[config.mk]
export PLATFORM = sky130hd
export DESIGN_NAME = led_blink_consumer
export DESIGN_NICKNAME = d
export VERILOG_FILES = /design/src/rtl/led_blink_consumer.sv
export SDC_FILE = /design/constraint.sdc
export NUM_CORES = 1
export LEC_CHECK = 0
export BUFFER_PORTS_ARGS = -buffer_cell sky130_fd_sc_hd__buf_4
export CAP_MARGIN = 10
export CORE_UTILIZATION = 40
export DETAILED_ROUTE_END_ITERATION = 6
export PLACE_DENSITY_LB_ADDON = 0.15
export SYNTH_ARGS = -nofsm -noshare
export SYNTH_HDL_FRONTEND = slang
export SYNTH_SLANG_ARGS = --single-unit
export TNS_END_PERCENT = 1
[constraint.sdc]
create_clock -name clk -period 4.2 [get_ports clk]
set_input_delay 0.84 -clock clk [delete_from_list [all_inputs] [get_ports clk]]
set_output_delay 0.84 -clock clk [all_outputs]
set_load 0.02 [all_outputs]
[src/rtl/led_blink_consumer.sv]
`default_nettype none
// ============================================================================
// Module   : led_blink_consumer
// Purpose  : Drives board LEDs from per-LED mode selects; activity strobes are
//            stretched into blink-aligned flashes. Optional: LED_ACTIVE_LOW_EN.
// Revision : 1.0  initial release
// ============================================================================
module led_blink_consumer #(
    parameter int NUM_LEDS  = 4,
    parameter int ON_TICKS  = 2,
    parameter int OFF_TICKS = 1,
    parameter int CNT_W     = 4
) (
    input  logic                  clk,
    input  logic                  reset,
    input  logic                  blink,
    input  logic [2*NUM_LEDS-1:0] mode,
    input  logic [NUM_LEDS-1:0]   activity,
    output logic [NUM_LEDS-1:0]   led
);

    typedef enum logic [1:0] {
        ST_IDLE  = 2'd0,
        ST_ARMED = 2'd1,
        ST_SHOW  = 2'd2,
        ST_GAP   = 2'd3
    } state_t;

    localparam logic [1:0] c_MODE_OFF   = 2'b00;
    localparam logic [1:0] c_MODE_ON    = 2'b01;
    localparam logic [1:0] c_MODE_BLINK = 2'b10;

    localparam logic [CNT_W-1:0] c_ON_LOAD  = CNT_W'(ON_TICKS - 1);
    localparam logic [CNT_W-1:0] c_OFF_LOAD = CNT_W'((OFF_TICKS > 0) ? OFF_TICKS - 1 : 0);
    localparam logic [CNT_W-1:0] c_CNT_ONE  = CNT_W'(1);

`ifdef LED_ACTIVE_LOW_EN
    localparam logic c_POL = 1'b1;
`else
    localparam logic c_POL = 1'b0;
`endif

    logic                  r_blink_q;
    logic [2*NUM_LEDS-1:0] r_mode;
    logic                  w_tick;

    assign w_tick = blink & ~r_blink_q;

    always_ff @(posedge clk) begin
        if (reset) begin
            r_blink_q <= 1'b0;
            r_mode    <= '0;
        end else begin
            r_blink_q <= blink;
            r_mode    <= mode;
        end
    end

    for (genvar gi = 0; gi < NUM_LEDS; gi++) begin : g_chan
        logic [1:0]       w_mode;
        logic             w_changed;
        state_t           r_state;
        logic [CNT_W-1:0] r_cnt;
        logic             r_pend;
        logic             r_led;

        assign w_mode    = mode[2*gi +: 2];
        assign w_changed = (w_mode != r_mode[2*gi +: 2]);
        assign led[gi]   = r_led;

        always_ff @(posedge clk) begin
            if (reset) begin
                r_state <= ST_IDLE;
                r_cnt   <= '0;
                r_pend  <= 1'b0;
                r_led   <= c_POL;
            end else begin
                case (w_mode)
                    c_MODE_OFF:   r_led <= c_POL;
                    c_MODE_ON:    r_led <= ~c_POL;
                    c_MODE_BLINK: r_led <= r_blink_q ^ c_POL;
                    default:      r_led <= ((r_state == ST_SHOW) && !w_changed) ^ c_POL;
                endcase

                // Any mode other than a steady activity mode parks the FSM.
                if (w_changed || (w_mode != 2'b11)) begin
                    r_state <= ST_IDLE;
                    r_cnt   <= '0;
                    r_pend  <= 1'b0;
                end else begin
                    case (r_state)
                        ST_IDLE: begin
                            if (activity[gi] || r_pend) begin
                                r_state <= ST_ARMED;
                                r_pend  <= 1'b0;
                            end
                        end
                        ST_ARMED: begin
                            if (w_tick) begin
                                r_state <= ST_SHOW;
                                r_cnt   <= c_ON_LOAD;
                            end
                        end
                        ST_SHOW: begin
                            if (w_tick) begin
                                if (r_cnt == '0) begin
                                    if (OFF_TICKS > 0) begin
                                        r_state <= ST_GAP;
                                        r_cnt   <= c_OFF_LOAD;
                                    end else begin
                                        r_state <= ST_IDLE;
                                    end
                                end else begin
                                    r_cnt <= r_cnt - c_CNT_ONE;
                                end
                            end
                        end
                        ST_GAP: begin
                            if (activity[gi]) begin
                                r_pend <= 1'b1;
                            end
                            if (w_tick) begin
                                if (r_cnt == '0) begin
                                    r_state <= ST_IDLE;
                                end else begin
                                    r_cnt <= r_cnt - c_CNT_ONE;
                                end
                            end
                        end
                        default: r_state <= ST_IDLE;
                    endcase
                end
            end
        end
    end

endmodule
`default_nettype wire

**Word-level counts from Yosys, hierarchy flattened**

Index checks and enable logic that the tools add are counted.

- Bits in registers: 41
- Bits of input ports: 15
- Output and inout port bits: 4
- Logic and storage cells: 198

- Add/sub/neg operators: 4
- Eq/ne operators: 60
- Muxes and demuxes: 62
- Bitwise operators: 2
- Reduce and logical (&&, ||, !) cells: 52

Operators by type and width:

| kind | count |
|---|---|
| $mux W4 | 17 |
| $ne A2 B2 Y1 const B | 32 |
| $pmux W4 S3 | 4 |
| $mux W2 | 21 |
| $pmux W2 S4 | 4 |
| $eq A2 B2 Y1 const B | 12 |
| $reduce_and A6 Y1 | 4 |
| $reduce_and A5 Y1 | 4 |
| $eq A2 B1 Y1 const B | 8 |
| $logic_not A2 Y1 | 8 |
| $logic_not A4 Y1 | 4 |
| $sub A4 B1 Y4 const B | 4 |
| $pmux W1 S3 | 4 |
| $reduce_and A3 Y1 | 4 |
| $reduce_bool A3 Y1 | 4 |
| $logic_or A1 B1 Y1 | 8 |
| $mux W1 | 8 |
| $ne A2 B1 Y1 const B | 4 |
| $ne A2 B2 Y1 | 4 |
| $pmux W1 S2 | 4 |
| $reduce_bool A2 Y1 | 4 |
| $reduce_or A2 Y1 | 4 |
| $logic_and A1 B1 Y1 | 4 |
| $logic_not A1 Y1 | 4 |
| other kinds (2) | 2 |

**Logic depth before layout (Yosys ltp)**

- Depth after elaboration: 4
- Gate-level depth with buffers: 6
- Mapped depth without buffers: 6

**Worst setup path before layout**

Ideal clock, no wire load.

- Kind: in2reg
- Start point: input blink
- End point: register g_chan[1].r_cnt[2]
- Library setup time: 0.117 ns
- Data arrival time: 1.795 ns
- Data required time: 4.083 ns
- Slack: 2.287 ns
- Cell stages on the path: 4
- Path buffers: 0
- Cell sequence: nor2b_1 > nand3_1 > a2bb2o_1 > a32o_1

- Word-level cells in the longest chain between the ends: 3
- Elaborated cells between the ends (all ways): 5
- Those cells by class: 3 x eq/ne; 1 x bitwise; 1 x reduce/logical

Ends and longest elaborated chain:

| what | line | RTL |
|---|---|---|
| start: declaration | 16 | `input logic blink,` |
| $and A1 B1 Y1 * | 47 | `assign w_tick = blink & ~r_blink_q;` |
| $ne A2 B2 Y1 (no source line) | - |  |
| $reduce_and A5 Y1 (no source line) * | - |  |
| end signal: assignment | 101 | `r_cnt <= c_ON_LOAD;` |
| end signal: assignment | 109 | `r_cnt <= c_OFF_LOAD;` |
| end signal: assignment | 114 | `r_cnt <= r_cnt - c_CNT_ONE;` |
| end: declaration | 63 | `logic [CNT_W-1:0] r_cnt;` |

Mark *: on every way between the ends. The rest lies on a longest branch, timed or not.
A chain may end at the register's enable or synchronous reset.

**Worst setup path after layout**

- Start point: register g_chan[3].r_state[0]
- End point: register g_chan[3].r_cnt[3]

- Word-level cells in the longest chain between the ends: 3
- Elaborated cells between the ends (all ways): 10
- Those cells by class: 7 x eq/ne; 1 x mux; 2 x reduce/logical

Ends and longest elaborated chain:

| what | line | RTL |
|---|---|---|
| start: declaration | 62 | `state_t r_state;` |
| start signal: assignment | 73 | `r_state <= ST_IDLE;` |
| start signal: assignment | 87 | `r_state <= ST_IDLE;` |
| start signal: assignment | 94 | `r_state <= ST_ARMED;` |
| $eq A2 B2 Y1 / $eq A2 B1 Y1 (equally long branches) | 91 | `case (r_state)` |
| $ne A2 B2 Y1 (no source line) / $reduce_bool A3 Y1 (equally long branches) | - |  |
| $reduce_and A5 Y1 (no source line) | - |  |
| end signal: assignment | 101 |  |
| end signal: assignment | 109 |  |
| end signal: assignment | 114 |  |
| end: declaration | 63 |  |

Several ways; a longest one is shown, not always the timed one.

==> results by group <==
Status
  • Run status: finished, final reports clean

STA
  • Final hold vios: 0
  • Final Skew: about 0.012 ns
  • Final setup fails: 0
  • Tcrit/Tclk final: 0.488
  • Worst Tran Pin Value: 0.604 ns
  • Post-route minimum period: 2.05 ns
  • Max Clk Rate: about 490 MHz
  • Setup TNS: 0 ns
  • Setup ws final: 2.15 ns
  • Relative slew slack: 0.592
  • RSZ-0062 raised after global routing: no
  • Final Max Slew Viols: 0

Clocking
  • Clock Sinks: 41
  • Post-CTS Setup Inserts: 0
  • Clock latency at the later pin of the worst-skew pair: 0.29 ns
  • Clock Path Buffers: 2
  • CTS tree: done
  • Worst-path clk slew: 0.09 ns
  • Cts repair resizes: 0
  • Total CTS buffers: 5
  • Root buffer cell: clkbuf_8
  • Hold buffer count at CTS: 0
  • H-Tree Depth: 2

Global routing
  • First-pass GRT wire length: 7590 um
  • Vias in the first global route: between 1500 and 2000
  • GRT overflow: 0
  • All-Layer GR Usage: 0.155
  • Antenna violations before repair: 0
  • Pin count of the biggest net entering global routing: 16

Worst setup path
  • Crit-path max FO: 6
  • FF-to-FF setup slack: 2.15 ns
  • CP Capture Type: flop
  • CP dominant cell by count: or3_1
  • Instance count on the critical path: 6
  • CP cell instances: inv_1 > ha_1 > or3_1 > a221o_1 > or3_1 > a21oi_1
  • WP data arrival: 2.28 ns
  • Critical path's slowest cell: or3_1
  • Kind of cell adding the most delay to the critical path: simple AND/OR/NAND/NOR gates
  • R2R depth: 6
  • Startpoint types: flop
  • Worst path buffer plus inverter count: 1
  • Critical path type: reg -> reg
  • Slowest cell delay on critical path: 0.41 ns
  • Worst Path Required: 4.42 ns

Die
  • Row count: 27
  • CORE AREA: 5610 um2
  • Die area: between 6000 and 7000 um2
  • IO Count: 19
  • Starting Density: 0.424
  • Die Y: about 80 um
  • Die W: 79.1 um

Synth
  • Syn_area_per_cell: 8.64 um2
  • Area contributors post-synth: dfxtp_1 (35%), ha_1 (15%), inv_1 (4.4%)
  • Mapped cell area: 2380 um2
  • Mapped Cells: 275
  • Flops & latches, synth: 41
  • Syn. warnings: 0
  • Share of flip-flops with an asynchronous set or reset: 0
  • Synth cell types: 47
  • Area leader, netlist: dfxtp_1
  • Syn nets: about 320
  • Seq/Total Area, Yosys: 0.345
  • Synth top area share: 0.345
  • EDFF count, synth: 0
  • Main synth FF type: dfxtp_1

Placement
  • Dpl ws: 1.93 ns
  • Port bufs: 18
  • Placer congestion estimate: 0.794
  • Placed Area: 2550 um2
  • Final HPWL DP: 3340 um

Drt
  • Pre-antenna DRT Iters: 4
  • WL per Instance: 12.3 um
  • Vias: 1914
  • Routed Antenna Nets: 0
  • Via density: 5.26
  • DR DRC count: 0
  • Detailed router's first-iteration violation count: 85
  • Routed wire length: 4460 um

Final layout
  • Area Growth Syn to Fin: 12.2%
  • Total Nets Final: 334
  • Share of post-route cells with drive strength above 1: 0.116
  • Diodes inserted: 0
  • Commonest non-fill, non-tap cell in the layout: dfxtp_1
  • Commonest cells after routing, fill and taps aside: dfxtp_1 (41), inv_1 (28), ha_1 (28), a21oi_1 (20), nor2_1 (19)
  • Finished Cell Area: 2670 um2

Hold path
  • HP Class: reg -> reg
  • Worst Hold Depth: 2

Run
  • Total of max-cap violations: 0

Power
  • VDD IR max: 0.000239 V
  • Pwr Total: a little under 0.0008 W
  • Leakage power: around 1.1 nW
  • Power density over cell area: 291 nW/um2
## power breakdown
group          switching (W)  internal [W]   total, W
logic              0.0000222     0.0000200  0.0000423
registers         0.00000422      0.000395   0.000399
clock network       0.000140      0.000193   0.000333
total               0.000166      0.000608   0.000775
## cell usage after synthesis, types with 2 or more instances
cell      number
clkbuf_1       3
nand2b_1       2
a21oi_1       20
nand3_1        8
a32o_1         2
nor3_1         5
mux2i_1        7
nand2_1       16
dfxtp_1       41
nand4_1        4
or3_1          8
ha_1          28
a211o_1        2
nand3b_1       2
nor3b_1        5
or3b_2         4
nor2_1        19
a211oi_1       7
nor2b_1        8
and4_1         3
buf_4          4
inv_1         28
o221ai_1       2
a21o_1         2
o32a_1         3
o21ai_0       17
a31oi_1        5
## stage by stage
step                       util  std cells  hold WS (ns)
after floorplan               -        275         0.444
after global placement    0.454        356         0.460
after detailed placement  0.454        356         0.471
after CTS                 0.475        364         0.487
after global routing      0.475        364         0.502
final                     0.475        364         0.481
## state kept, by name (all words and copies together) (netlist names)
register,count
r_mode,8
g_chan.r_state,8
g_chan.r_pend,4
r_blink_q,1
g_chan.r_cnt,16
g_chan.r_led,4
## cell type report
| class | count | area [um2] |
|---|---|---|
| multi-input combinational | 197 | 1400 |
| fill | 558 | 2940 |
| timing repair buffer | 18 | 135 |
| sequential | 41 | 821 |
| tap | 72 | 90.1 |
| clock inverter | 2 | 37.5 |
| clock buffer | 6 | 82.6 |
| inverter | 28 | 105 |
## cells by family after synthesis
logic type | count (synthesis) | synth area share
simple gates | 87 | 0.200
compound gates | 74 | 0.206
flops | 41 | 0.345
buf+inv | 37 | 0.0679
fa+ha+maj | 28 | 0.147
mux | 7 | 0.0295
xor+xnor | 1 | 0.00368
## routing by layer
layer  vias up  GRT usage  part of all wire
met4         0     0.0600             0.014
li1       1012          -                 -
met1       879      0.191              0.50
met5         -          0                 0
met3         6     0.0345             0.021
met2        17      0.261              0.46
## tightest hold or removal path, stage by stage (launching register included)
cell	delay, ns
dfxtp_1	0.31
o21ai_0	0.07
a21oi_1	0.06
## path summary, 6_finish.rpt
| check | startpoint | to |
|---|---|---|
| max | g_chan[3].r_state[0] | g_chan[3].r_cnt[3] |
| max reg2reg | g_chan[3].r_state[0] | g_chan[3].r_cnt[3] |
| min | g_chan[0].r_pend | g_chan[0].r_pend |
| min reg2reg | g_chan[0].r_pend | g_chan[0].r_pend |
No activity file was read; power rests on OpenSTA's default activity.
